File: src/rtl/cpu_run_ctrl_if.sv
// rtl/cpu_run_ctrl_if.sv - host/core side signal bundle for the CPU run controller
// Host commands and core feedback in, core drive and held run status out.
interface cpu_run_ctrl_if #(
    parameter int CW = 16
);
    logic          start;
    logic          abort;
    logic          core_done;
    logic          core_reset;
    logic          core_req;
    logic          busy;
    logic          finished;
    logic          timeout;
    logic [CW-1:0] cycles;

    modport master (
        output start,
        output abort,
        output core_done,
        input  core_reset,
        input  core_req,
        input  busy,
        input  finished,
        input  timeout,
        input  cycles
    );

    modport slave (
        input  start,
        input  abort,
        input  core_done,
        output core_reset,
        output core_req,
        output busy,
        output finished,
        output timeout,
        output cycles
    );
endinterface

File: src/rtl/cpu_run_ctrl.sv
// rtl/cpu_run_ctrl.sv - start/reset/req sequencer with cycle counter and watchdog
// Turns a host start into core reset + req, then counts RUN cycles until done or timeout.
module cpu_run_ctrl #(
    parameter int RST_CYCLES = 2,
    parameter int CW         = 16,
    parameter int MAX_CYCLES = 1000
) (
    input  logic                  i_clk,
    input  logic                  i_reset,
    cpu_run_ctrl_if.slave         io_bus
);
    localparam logic [2:0] S_IDLE  = 3'd0;
    localparam logic [2:0] S_RESET = 3'd1;
    localparam logic [2:0] S_REQ   = 3'd2;
    localparam logic [2:0] S_RUN   = 3'd3;
    localparam logic [2:0] S_DONE  = 3'd4;
    localparam logic [2:0] S_TMO   = 3'd5;

    localparam int            RCW       = (RST_CYCLES > 1) ? $clog2(RST_CYCLES) : 1;
    localparam logic [RCW-1:0] RST_LOAD = RCW'(RST_CYCLES - 1);
    localparam logic [CW-1:0]  LIMIT_M1 = CW'(MAX_CYCLES - 1);
    localparam logic [CW-1:0]  LIMIT    = CW'(MAX_CYCLES);

    logic [2:0]     r_state;
    logic [RCW-1:0] r_rst_cnt;
    logic [CW-1:0]  r_cycles;
    logic           r_finished;
    logic           r_timeout;
    logic           w_launch;

    // Abort only competes with start while idle; in DONE/TMO start always wins.
    assign w_launch = io_bus.start &&
                      ((r_state == S_DONE) || (r_state == S_TMO) ||
                       ((r_state == S_IDLE) && !io_bus.abort));

    always_ff @(posedge i_clk or posedge i_reset) begin
        if (i_reset) begin
            r_state    <= S_IDLE;
            r_rst_cnt  <= '0;
            r_cycles   <= '0;
            r_finished <= 1'b0;
            r_timeout  <= 1'b0;
        end else if (w_launch) begin
            r_state    <= S_RESET;
            r_rst_cnt  <= RST_LOAD;
            r_cycles   <= '0;
            r_finished <= 1'b0;
            r_timeout  <= 1'b0;
        end else begin
            case (r_state)
                S_RESET: begin
                    if (io_bus.abort) begin
                        r_state <= S_IDLE;
                    end else if (r_rst_cnt == '0) begin
                        r_state <= S_REQ;
                    end else begin
                        r_rst_cnt <= r_rst_cnt - 1'b1;
                    end
                end
                S_REQ: begin
                    r_state <= io_bus.abort ? S_IDLE : S_RUN;
                end
                S_RUN: begin
                    if (io_bus.abort) begin
                        r_state <= S_IDLE;
                    end else if (io_bus.core_done) begin
                        r_state    <= S_DONE;
                        r_finished <= 1'b1;
                    end else if (r_cycles == LIMIT_M1) begin
                        r_state   <= S_TMO;
                        r_cycles  <= LIMIT;
                        r_timeout <= 1'b1;
                    end else begin
                        r_cycles <= r_cycles + 1'b1;
                    end
                end
                S_IDLE, S_DONE, S_TMO: begin
                    r_state <= r_state;
                end
                default: begin
                    r_state <= S_IDLE;
                end
            endcase
        end
    end

    // The core is only held in reset before a run, never after one, so its memory stays readable.
    assign io_bus.core_reset = (r_state == S_IDLE) || (r_state == S_RESET);
    assign io_bus.core_req   = (r_state == S_REQ);
    assign io_bus.busy       = (r_state == S_RESET) || (r_state == S_REQ) || (r_state == S_RUN);
    assign io_bus.finished   = r_finished;
    assign io_bus.timeout    = r_timeout;
    assign io_bus.cycles     = r_cycles;
endmodule

File: src/flat_wrapper.sv
// flat-port wrapper written by rule: the top's interface ports become plain ports
module cpu_run_ctrl_flat 
#(
    parameter int RST_CYCLES = 2,
    parameter int CW         = 16,
    parameter int MAX_CYCLES = 1000
)
  (i_clk, i_reset, io_bus_start, io_bus_abort, io_bus_core_done, io_bus_core_reset, io_bus_core_req, io_bus_busy, io_bus_finished, io_bus_timeout, io_bus_cycles);
  cpu_run_ctrl_if #(.CW(CW)) io_bus_i ();
  input  logic i_clk;
  input  logic i_reset;
  input wire logic [$bits(io_bus_i.start)-1:0] io_bus_start;
  input wire logic [$bits(io_bus_i.abort)-1:0] io_bus_abort;
  input wire logic [$bits(io_bus_i.core_done)-1:0] io_bus_core_done;
  output wire logic [$bits(io_bus_i.core_reset)-1:0] io_bus_core_reset;
  output wire logic [$bits(io_bus_i.core_req)-1:0] io_bus_core_req;
  output wire logic [$bits(io_bus_i.busy)-1:0] io_bus_busy;
  output wire logic [$bits(io_bus_i.finished)-1:0] io_bus_finished;
  output wire logic [$bits(io_bus_i.timeout)-1:0] io_bus_timeout;
  output wire logic [$bits(io_bus_i.cycles)-1:0] io_bus_cycles;
  assign io_bus_i.start = io_bus_start;
  assign io_bus_i.abort = io_bus_abort;
  assign io_bus_i.core_done = io_bus_core_done;
  assign io_bus_core_reset = io_bus_i.core_reset;
  assign io_bus_core_req = io_bus_i.core_req;
  assign io_bus_busy = io_bus_i.busy;
  assign io_bus_finished = io_bus_i.finished;
  assign io_bus_timeout = io_bus_i.timeout;
  assign io_bus_cycles = io_bus_i.cycles;
  cpu_run_ctrl #(.RST_CYCLES(RST_CYCLES), .CW(CW), .MAX_CYCLES(MAX_CYCLES)) u_core (.i_clk(i_clk), .i_reset(i_reset), .io_bus(io_bus_i));
endmodule
File: config.mk
export PLATFORM = sky130hd
export DESIGN_NAME = cpu_run_ctrl_flat
export DESIGN_NICKNAME = d
export VERILOG_FILES = /design/src/rtl/cpu_run_ctrl_if.sv /design/src/rtl/cpu_run_ctrl.sv /design/src/flat_wrapper.sv
export SDC_FILE = /design/constraint.sdc
export NUM_CORES = 1
export LEC_CHECK = 0
export CAP_MARGIN = 20
export CORE_MARGIN = 8
export CORE_UTILIZATION = 50
export CTS_CLUSTER_DIAMETER = 30
export DETAILED_ROUTE_END_ITERATION = 8
export PLACE_DENSITY = 0.89
export SLEW_MARGIN = 20
export SYNTH_ARGS = -nofsm -noshare
export SYNTH_HDL_FRONTEND = slang
export SYNTH_SLANG_ARGS = --single-unit
File: constraint.sdc
create_clock -name i_clk -period 1.9 [get_ports i_clk]
set_input_delay 0.38 -clock i_clk [delete_from_list [all_inputs] [get_ports i_clk]]
set_output_delay 0.38 -clock i_clk [all_outputs]
set_load 0.01 [all_outputs]
==> results.ini, run 1 <==
[floorplanning]
fp.coreArea_sq_um=2500
rows=18
fp.dieH_um=67.8
fp.dieW_um=67.8
die_area_sq_um=4600
start_util_pct=53.7
boundaryPins=26

[clock_network]
tritoncts=built
cts-root-buf=clkbuf_4
cts_buffer_depth=2
path_clk_slew_ns=0.12
cts-htree-levels=1
ctsHoldBuffers=0
worstSkewPairLatency_ns=0.32
cts.sinks=22
cts_buffers=3

[timing]
tightest_slew_ns=0.380
fin_ws_ns=0.0999
finClkSkew_ns=0.00770
finalCritPeriodShare_pct=94.7
layout_min_cycle_time_ns=1.80
setup_tns_ns=0
rsz0062_at_grt=no
max_freq_ghz=0.556
final_hold_viol_count=0
final_max_slew_viol_count=0
finalHoldWorstSlack_ns=0.374
setup_viol=0
max_slew_margin_pct=74.4

[finish]
drive_gt1_share_pct=18.6
nNetsFinal=191
instances_no_fill=213
syn_to_final_growth_pct=31.0
antennaDiodeCount=0

[yosys]
ys_seq_area_share_pct=41.0
async_flop_share_pct=100
ys.flop_type=dfrtp_1
yosysMostFrequentCell=dfrtp_1
yosysWarnings=0
yosys.area.top_type=dfrtp_1
synth.area.top_cells=dfrtp_1 41%, nand3_1 3.4%, nor2_1 3.4%
synth.distinct_cells=48
synthCells=143
yosys-top-cells-count=22 x dfrtp_1, 12 x nor2_1, 11 x nand2_1
synthesis.nets=149
synthesis.area_sq_um=1340
synth_edf_count=0
syn_area_per_cell_sq_um=9.38
ys_ff_latch=22
yosysTopAreaCellShare_pct=41.0

[global_routing]
grt.overflow.total=0
grt.total_usage_pct=16.5
antenna_found_initial=0
grt_pass1_wl_um=5970
grt_pass1_vias=1296
grt_max_degree=23

[power_and_ir_drop]
ir_worst_vdd_v=0.000889
power_mw=1.19
powerDensity_nw_per_um2=676
leakagePower_nw=0.733

[placement]
preCtsSetupSlack_ns=-0.0925
io_buffers=25
gp_congestion=0.887
post-dp-hpwl_um=2680
post-place-cells=208

[critical_path]
path_class=reg -> out
cp_max_fo=7
critPathLaunchType=register
end_kind=primary output
max_stage_delay_ns=0.53
cp_slowest_cell=clkdlybuf4s50_1
crit_chain=buf_4 > clkdlybuf4s50_1
crit_required_ns=1.52
arrival_ns=1.42

[routing]
firstDrtPassIters=4
drt_iter0_drc=69
drc=0
viasPerCell=6.04
vias=1287
ant_nets=0
wl_um=3550
wl_per_cell_um=16.7

[status]
status=finished, final reports clean

[hold_path]
min_path_type=in -> async

[run]
cap_violations=0

final cells by class:
type | instances | area, sq um
flip-flops and latches | 22 | 554
inverters | 7 | 26.3
repair buffers | 45 | 397
clock buffers | 3 | 22.5
well taps | 30 | 37.5
fillers | 199 | 743
multi-input cells | 106 | 719
final timing paths:
kind	end	cells after the start	slack [ns]	from
worst min register to register	u_core.io_bus.timeout	1	0.51	u_core.io_bus.timeout
max in group asynchronous	u_core.r_state[1]	3	1.28	i_reset
min in group i_clk	u_core.io_bus.timeout	1	0.51	u_core.io_bus.timeout
worst max register to register	u_core.io_bus.cycles[15]	4	0.11	u_core.io_bus.cycles[7]
worst max-delay path	io_bus_cycles[3]	2	0.1	u_core.io_bus.cycles[3]
worst min-delay path	u_core.r_state[2]	3	0.37	i_reset
where the power goes:
part,total (mW),switching (mW),internal (mW)
Combinational,0.394,0.199,0.195
Sequential,0.571,0.0578,0.513
Clock,0.223,0.148,0.0745
Total,1.19,0.405,0.783
layout by cell type, fill, tap and decap left out, types with 2 or more instances in the layout:
cell type / instances
clkdlybuf4s50_1: 22
nand4_1: 5
o21a_1: 4
nand2_1: 11
buf_4: 20
and2_1: 2
clkbuf_4: 3
dlygate4sd2_1: 3
o31a_1: 3
dfrtp_2: 3
mux2i_1: 2
dfrtp_1: 19
a31oi_1: 6
o311ai_0: 2
a21oi_1: 6
o21ai_0: 3
nand3_1: 9
inv_1: 7
o211ai_1: 2
o22a_1: 2
o31ai_1: 2
a41oi_1: 2
nor4_1: 2
nor3_1: 3
o21ai_1: 4
nor2_1: 12
per-layer routing:
layer  vias up  wire length, um  GRT usage (%)
met5         -                0              0
met4         0               68           7.93
met3         7              188           3.31
met2        40             1710           27.3
met1       609             1580           20.2
li1        631                -              -
kinds of logic (layout without fill, tap and decap cells):
logic type                 count (synthesis)  after routing  share of synthesized area [%]
xor gates and xnor gates                   1              1                          0.653
muxes                                      2              2                           1.49
AOI/OAI and AO/OA                         43             43                           22.6
adders and majority gates                  1              1                          0.933
DFF                                       22             22                           41.0
buffers and inverters                     15             55                           5.32
and+or+nand+nor                           59             59                           28.0
worst max-delay path: cells and delay by family (launching register included):
family,cells,cell delay (ns)
buffers and inverters,2,0.69
flip-flops,1,0.40
flip-flops by register name, indices dropped and copies added, names as in the netlist:
name,count
u_core.r_state,3
u_core.io_bus.finished,1
u_core.io_bus.timeout,1
u_core.r_rst_cnt,1
u_core.io_bus.cycles,16
per-stage QoR:
stage	utilization (%)	area (sq um)
floorplan	-	1340
global placement	68.8	1720
detailed placement	68.8	1720
CTS	70.3	1760
global route	70.3	1760
finish	70.3	1760
repair_timing:
item                       in CTS  in global routing
setup buffers                   2                  0
gates resized for setup         6                  0
setup endpoints to repair       3                  0
No activity file was read; power rests on OpenSTA's default activity.
==> run 2, diff against run 1 <==
- CORE_UTILIZATION: 50 -> 40
- PLACE_DENSITY: 0.89 -> 0.76
==> run 2 against run 1 <==
Sequential power grew 1%. Non-clock buffer count increased by 3. Combinational power up 1%. Via count increased by 2.3%. Clock skew fell by 0.0031 ns. First-iteration DRC count rose by 38%. Largest cell class unchanged. Largest power group unchanged.
==> results.ini, run 2 (synthesis results as in run 1) <==
[status]
status=finished, final reports clean  ; unchanged

[critical_path]
max_stage_delay_ns=0.60  ; was 0.53 ns
end_kind=primary output  ; unchanged
critPathLaunchType=register  ; unchanged
path_class=reg -> out  ; unchanged
crit_required_ns=1.52  ; about the same
startpoint=u_core.io_bus.cycles[6]  ; was u_core.io_bus.cycles[3]
path_buf_inv=1  ; was 2
cp_slowest_cell=clkdlybuf4s50_1  ; unchanged
crit_chain=clkdlybuf4s50_1  ; was buf_4 > clkdlybuf4s50_1
arrival_ns=1.42  ; about the same
reg2reg_from=u_core.io_bus.cycles[7]  ; unchanged
critPathTopFamily=buffers and inverters  ; unchanged
cp_max_fo=7  ; unchanged

[floorplanning]
die_area_sq_um=5460  ; was 4600 sq um
boundaryPins=26  ; unchanged
fp.dieH_um=73.9  ; was 67.8 um
start_util_pct=40.8  ; was 53.7%
fp.coreArea_sq_um=3280  ; was 2500 sq um
fp.dieW_um=73.9  ; was 67.8 um
rows=21  ; was 18

[power_and_ir_drop]
ir_worst_vdd_v=0.000400  ; was 0.000889 V
powerDensity_nw_per_um2=664  ; was 676 nW/um^2
leakagePower_nw=0.747  ; was 0.733 nW

[timing]
layout_min_cycle_time_ns=1.80  ; about the same
finClkSkew_ns=0.00460  ; was 0.00770 ns
max_freq_ghz=0.557  ; was 0.556 GHz
final_max_slew_viol_count=0  ; unchanged
finalCritPeriodShare_pct=94.5  ; was 94.7%
max_slew_margin_pct=74.1  ; was 74.4%
rsz0062_at_grt=no  ; unchanged
setup_viol=0  ; unchanged
final_hold_viol_count=0  ; unchanged
tightest_slew_ns=0.385  ; was 0.380 ns
setup_tns_ns=0  ; unchanged

[clock_network]
tritoncts=built  ; unchanged
cts.sinks=22  ; unchanged
cts_buffer_depth=2  ; unchanged
worstSkewPairLatency_ns=0.32  ; about the same
ctsHoldBuffers=0  ; unchanged
cts-root-buf=clkbuf_4  ; unchanged
cts_buffers=3  ; unchanged
path_clk_slew_ns=0.12  ; about the same
cts-htree-levels=1  ; unchanged

[finish]
mostFrequentLayoutCell=buf_4  ; was clkdlybuf4s50_1
fillers=293  ; was 199
nNetsFinal=194  ; was 191
final_cell_mix=23 x buf_4, 22 x clkdlybuf4s50_1, 19 x dfrtp_1, 12 x nor2_1, 11 x nand2_1  ; was 22 x clkdlybuf4s50_1, 20 x buf_4, 19 x dfrtp_1, 12 x nor2_1, 11 x nand2_1
drive_gt1_share_pct=19.9  ; was 18.6%
antennaDiodeCount=0  ; unchanged
fin_util_pct=54.8  ; was 70.3%
largest_register_ffs=16  ; unchanged
syn_to_final_growth_pct=34.1  ; was 31.0%

[routing]
drc=0  ; unchanged
vias=1316  ; was 1287
drt_iter0_drc=95  ; was 69
ant_nets=0  ; unchanged
viasPerCell=5.67  ; was 6.04
wl_um=3590  ; was 3550 um
wl_per_cell_um=15.5  ; was 16.7 um
firstDrtPassIters=4  ; unchanged

[global_routing]
grt_pass1_vias=1342  ; was 1296
antenna_found_initial=0  ; unchanged
grt_max_degree=23  ; unchanged
grt.overflow.total=0  ; unchanged
grt_pass1_wl_um=6130  ; was 5970 um
grt.total_usage_pct=14.2  ; was 16.5%

[placement]
post-dp-hpwl_um=2690  ; was 2680 um
gp_congestion=0.836  ; was 0.887
io_buffers=25  ; unchanged

[hold_path]
min_path_type=in -> async  ; unchanged

[run]
cap_violations=0  ; unchanged

run 2: worst paths after layout:
check | slack (ns) | to | cells past startpoint
worst max-delay path | 0.10 | io_bus_cycles[6] | 1
worst min-delay path | 0.38 | u_core.io_bus.cycles[4] | 3
worst max register to register | 0.12 | u_core.io_bus.cycles[15] | 4
worst min register to register | 0.51 | u_core.io_bus.timeout | 1
max in group asynchronous | 1.28 | u_core.r_state[1] | 3
min in group i_clk | 0.51 | u_core.io_bus.timeout | 1
run 2: layout make-up:
cell class              instances  area (sq um)  area share (%)
multi-input cells             106           719            40.0
repair buffers                 48           419            23.3
clock buffers                   3          22.5            1.25
well taps                      46          57.6            3.20
flip-flops and latches         22           554            30.8
inverters                       7          26.3            1.46
run 2: metal layers:
layer	vias up	track usage [%]	part of all wire, %
li1	634	-	-
met1	639	16.8	45
met2	36	23.2	47
met3	7	3.41	5.9
met4	0	7.32	2.2
met5	-	0	0
run 2: what timing repair did:
| action | 4_1_cts | 5_1_grt |
|---|---|---|
| gates resized for setup | 6 | 0 |
| setup endpoints to repair | 3 | 0 |
| setup buffers | 1 | 0 |
run 2: where the power goes:
group / total (mW) / internal (mW) / switching (mW)
combinational: 0.398 / 0.203 / 0.195
clock: 0.219 / 0.0744 / 0.145
sequential: 0.579 / 0.513 / 0.0657
total: 1.20 / 0.790 / 0.405
run 2: per-stage QoR:
stage	instance area (sq um)	power [mW]	hold slack, ns	cells	setup slack (ns)
6_report	1800	1.20	0.382	232	0.104
2_1_floorplan	1340	0.798	0.369	143	0.163
5_1_grt	1800	1.27	0.414	232	0.0136
4_1_cts	1800	1.21	0.382	232	0.0837
3_3_place_gp	1770	0.982	0.475	228	-0.0397
3_5_place_dp	1770	0.997	0.487	228	-0.117
==> run 3, diff against run 2 <==
- clock period: 1.9 -> 2.3 ns (I/O delays scaled with it)
==> run 3 against run 2 <==
Combinational power is 29% lower. Count of clock-buffer cells in the layout is the same. Global-route usage fell by 1.5 points. Routed wire length is 13% lower. Die area stayed put. Cell count shrank 7.8%. Register-to-register slack improved by 0.31 ns. Clock skew fell by 0.0017 ns. Sequential cell count unchanged. Non-clock buffer count decreased by 18.
==> results.ini, run 3 (synthesis results as in run 1) <==
[power_and_ir_drop]
switching_power_mw=0.310  ; was 0.405 mW
ir_worst_vdd_v=0.000325  ; was 0.000400 V
clock_power_share_pct=18.4  ; was 18.3%
powerDensity_nw_per_um2=565  ; was 664 nW/um^2
seqPwrFrac_pct=51.5  ; was 48.4%
comb_power_share_pct=30.1  ; was 33.3%
leakagePower_nw=0.654  ; was 0.747 nW
p_int_mw=0.631  ; was 0.790 mW
switching_share_pct=32.9  ; was 33.9%

[critical_path]
crit_chain=inv_1 > nand2_1 > nor2_1 > clkdlybuf4s50_1  ; was clkdlybuf4s50_1
critPathLaunchType=register  ; unchanged
critPathTopFamily=buffers and inverters  ; unchanged
end_kind=primary output  ; unchanged
max_stage_delay_ns=0.54  ; was 0.60 ns
r2r_cells=5  ; was 4
cp_max_fo=9  ; was 7
cp_slowest_cell=clkdlybuf4s50_1  ; unchanged
arrival_ns=1.67  ; was 1.42 ns
path_buf_inv=2  ; was 1
cp.depth=4  ; was 1
path_class=reg -> out  ; unchanged
crit_required_ns=1.84  ; was 1.52 ns

[timing]
max_freq_ghz=0.469
max_slew_margin_pct=68.2  ; was 74.1%
setup_tns_ns=0  ; unchanged
finalCritPeriodShare_pct=92.7
tightest_slew_ns=0.474  ; was 0.385 ns
finClkSkew_ns=0.00286  ; was 0.00460 ns
rsz0062_at_grt=no  ; unchanged
layout_min_cycle_time_ns=2.13
final_max_slew_viol_count=0  ; unchanged
setup_viol=0  ; unchanged
final_hold_viol_count=0  ; unchanged

[placement]
placed_area_sq_um=1640  ; was 1770 sq um
gp_congestion=0.789  ; was 0.836
post-dp-hpwl_um=2330  ; was 2690 um
io_buffers=25  ; unchanged

[routing]
ant_nets=0  ; unchanged
firstDrtPassIters=4  ; unchanged
vias=1239  ; was 1316
drc=0  ; unchanged
wl_per_cell_um=14.7  ; was 15.5 um
wl_um=3140  ; was 3590 um
drt_iter0_drc=138  ; was 95
viasPerCell=5.79  ; was 5.67

[global_routing]
grt.total_usage_pct=12.7  ; was 14.2%
grt_pass1_vias=1225  ; was 1342
grt.overflow.total=0  ; unchanged
antenna_found_initial=0  ; unchanged
grt_max_degree=23  ; unchanged
grt_pass1_wl_um=5560  ; was 6130 um

[finish]
nNetsFinal=176  ; was 194
syn_to_final_growth_pct=24.1  ; was 34.1%
largest_register_ffs=16  ; unchanged
drive_gt1_share_pct=9.52  ; was 19.9%
antennaDiodeCount=0  ; unchanged
final_cell_mix=25 x clkdlybuf4s50_1, 22 x dfrtp_1, 12 x nor2_1, 11 x nand2_1, 9 x nand3_1  ; was 23 x buf_4, 22 x clkdlybuf4s50_1, 19 x dfrtp_1, 12 x nor2_1, 11 x nand2_1
mostFrequentLayoutCell=clkdlybuf4s50_1  ; was buf_4
final_area_sq_um=1660  ; was 1800 sq um

[floorplanning]
die_area_sq_um=5460  ; unchanged
boundaryPins=26  ; unchanged
fp.dieW_um=73.9  ; unchanged
start_util_pct=40.8  ; unchanged
fp.dieH_um=73.9  ; unchanged
rows=21  ; unchanged
fp.coreArea_sq_um=3280  ; unchanged

[run]
cap_violations=0  ; unchanged

[clock_network]
cts_buffer_depth=2  ; unchanged
cts_buffers=3  ; unchanged
worstSkewPairLatency_ns=0.30  ; was 0.32 ns
cts-htree-levels=1  ; unchanged
cts-root-buf=clkbuf_4  ; unchanged
ctsHoldBuffers=0  ; unchanged
cts.sinks=22  ; unchanged
cts_setup_buffers=0  ; was 1
path_clk_slew_ns=0.12  ; about the same
tritoncts=built  ; unchanged
post_cts_resized=0  ; was 6

[hold_path]
min_path_type=in -> async  ; unchanged

[status]
status=finished, final reports clean  ; unchanged

==> run 3: cell types whose count changed in the layout (fill, tap and decap cells not counted) <==
cell / delta
buf_4: -18
clkdlybuf4s50_1: +3
dfrtp_1: +3
dfrtp_2: -3
dlygate4sd2_1: -3
==> run 3: metal layers <==
layer	part of all wire [%]	track usage [%]	vias up	wire [um]
met3	7.1	3.14	4	224
met4	1.1	4.21	0	33
met2	45	20.7	44	1430
met5	0	0	-	0
li1	-	-	602	-
met1	46	15.7	589	1460
==> run 3: path summary, 6_finish.rpt <==
path	endpoint	startpoint	slack (ns)
max in group asynchronous	u_core.io_bus.cycles[14]	i_reset	1.61
worst max register to register	u_core.io_bus.cycles[15]	u_core.io_bus.cycles[0]	0.43
worst min-delay path	u_core.io_bus.finished	i_reset	0.47
min in group i_clk	u_core.io_bus.timeout	u_core.io_bus.timeout	0.51
worst min register to register	u_core.io_bus.timeout	u_core.io_bus.timeout	0.51
worst max-delay path	io_bus_core_req	u_core.r_state[2]	0.17
==> run 3: worst min-delay path: cells and delay by family <==
| family | cells | cell delay (ns) |
|---|---|---|
| buffers and inverters | 3 | 0.71 |
==> run 3: metrics by stage <==
step	total power [mW]	util [%]	setup WS, ns	instances	hold WS [ns]
after floorplan	0.659	-	0.563	143	0.449
after global placement	0.773	50.0	0.213	211	0.480
after detailed placement	0.776	50.0	0.128	211	0.488
after CTS	0.950	50.7	0.155	214	0.488
after global routing	1.01	50.7	0.00987	214	0.498
final	0.941	50.7	0.167	214	0.474
==> run 3: final cells by class <==
class	count	area (sq um)
Sequential cell	22	551
Timing Repair Buffer	30	288
Tap cell	46	57.6
Inverter	7	26.3
Fill cell	307	1620
Multi-Input combinational cell	106	719
Clock buffer	3	22.5
==> run 3: power groups by stage <==
stage | Combinational [mW] | Sequential [mW] | Clock [mW]
2_1_floorplan | 0.206 | 0.453 | 0
6_report | 0.283 | 0.484 | 0.173
3_5_place_dp | 0.285 | 0.491 | 0
3_3_place_gp | 0.283 | 0.490 | 0
5_1_grt | 0.315 | 0.493 | 0.201
4_1_cts | 0.288 | 0.484 | 0.178
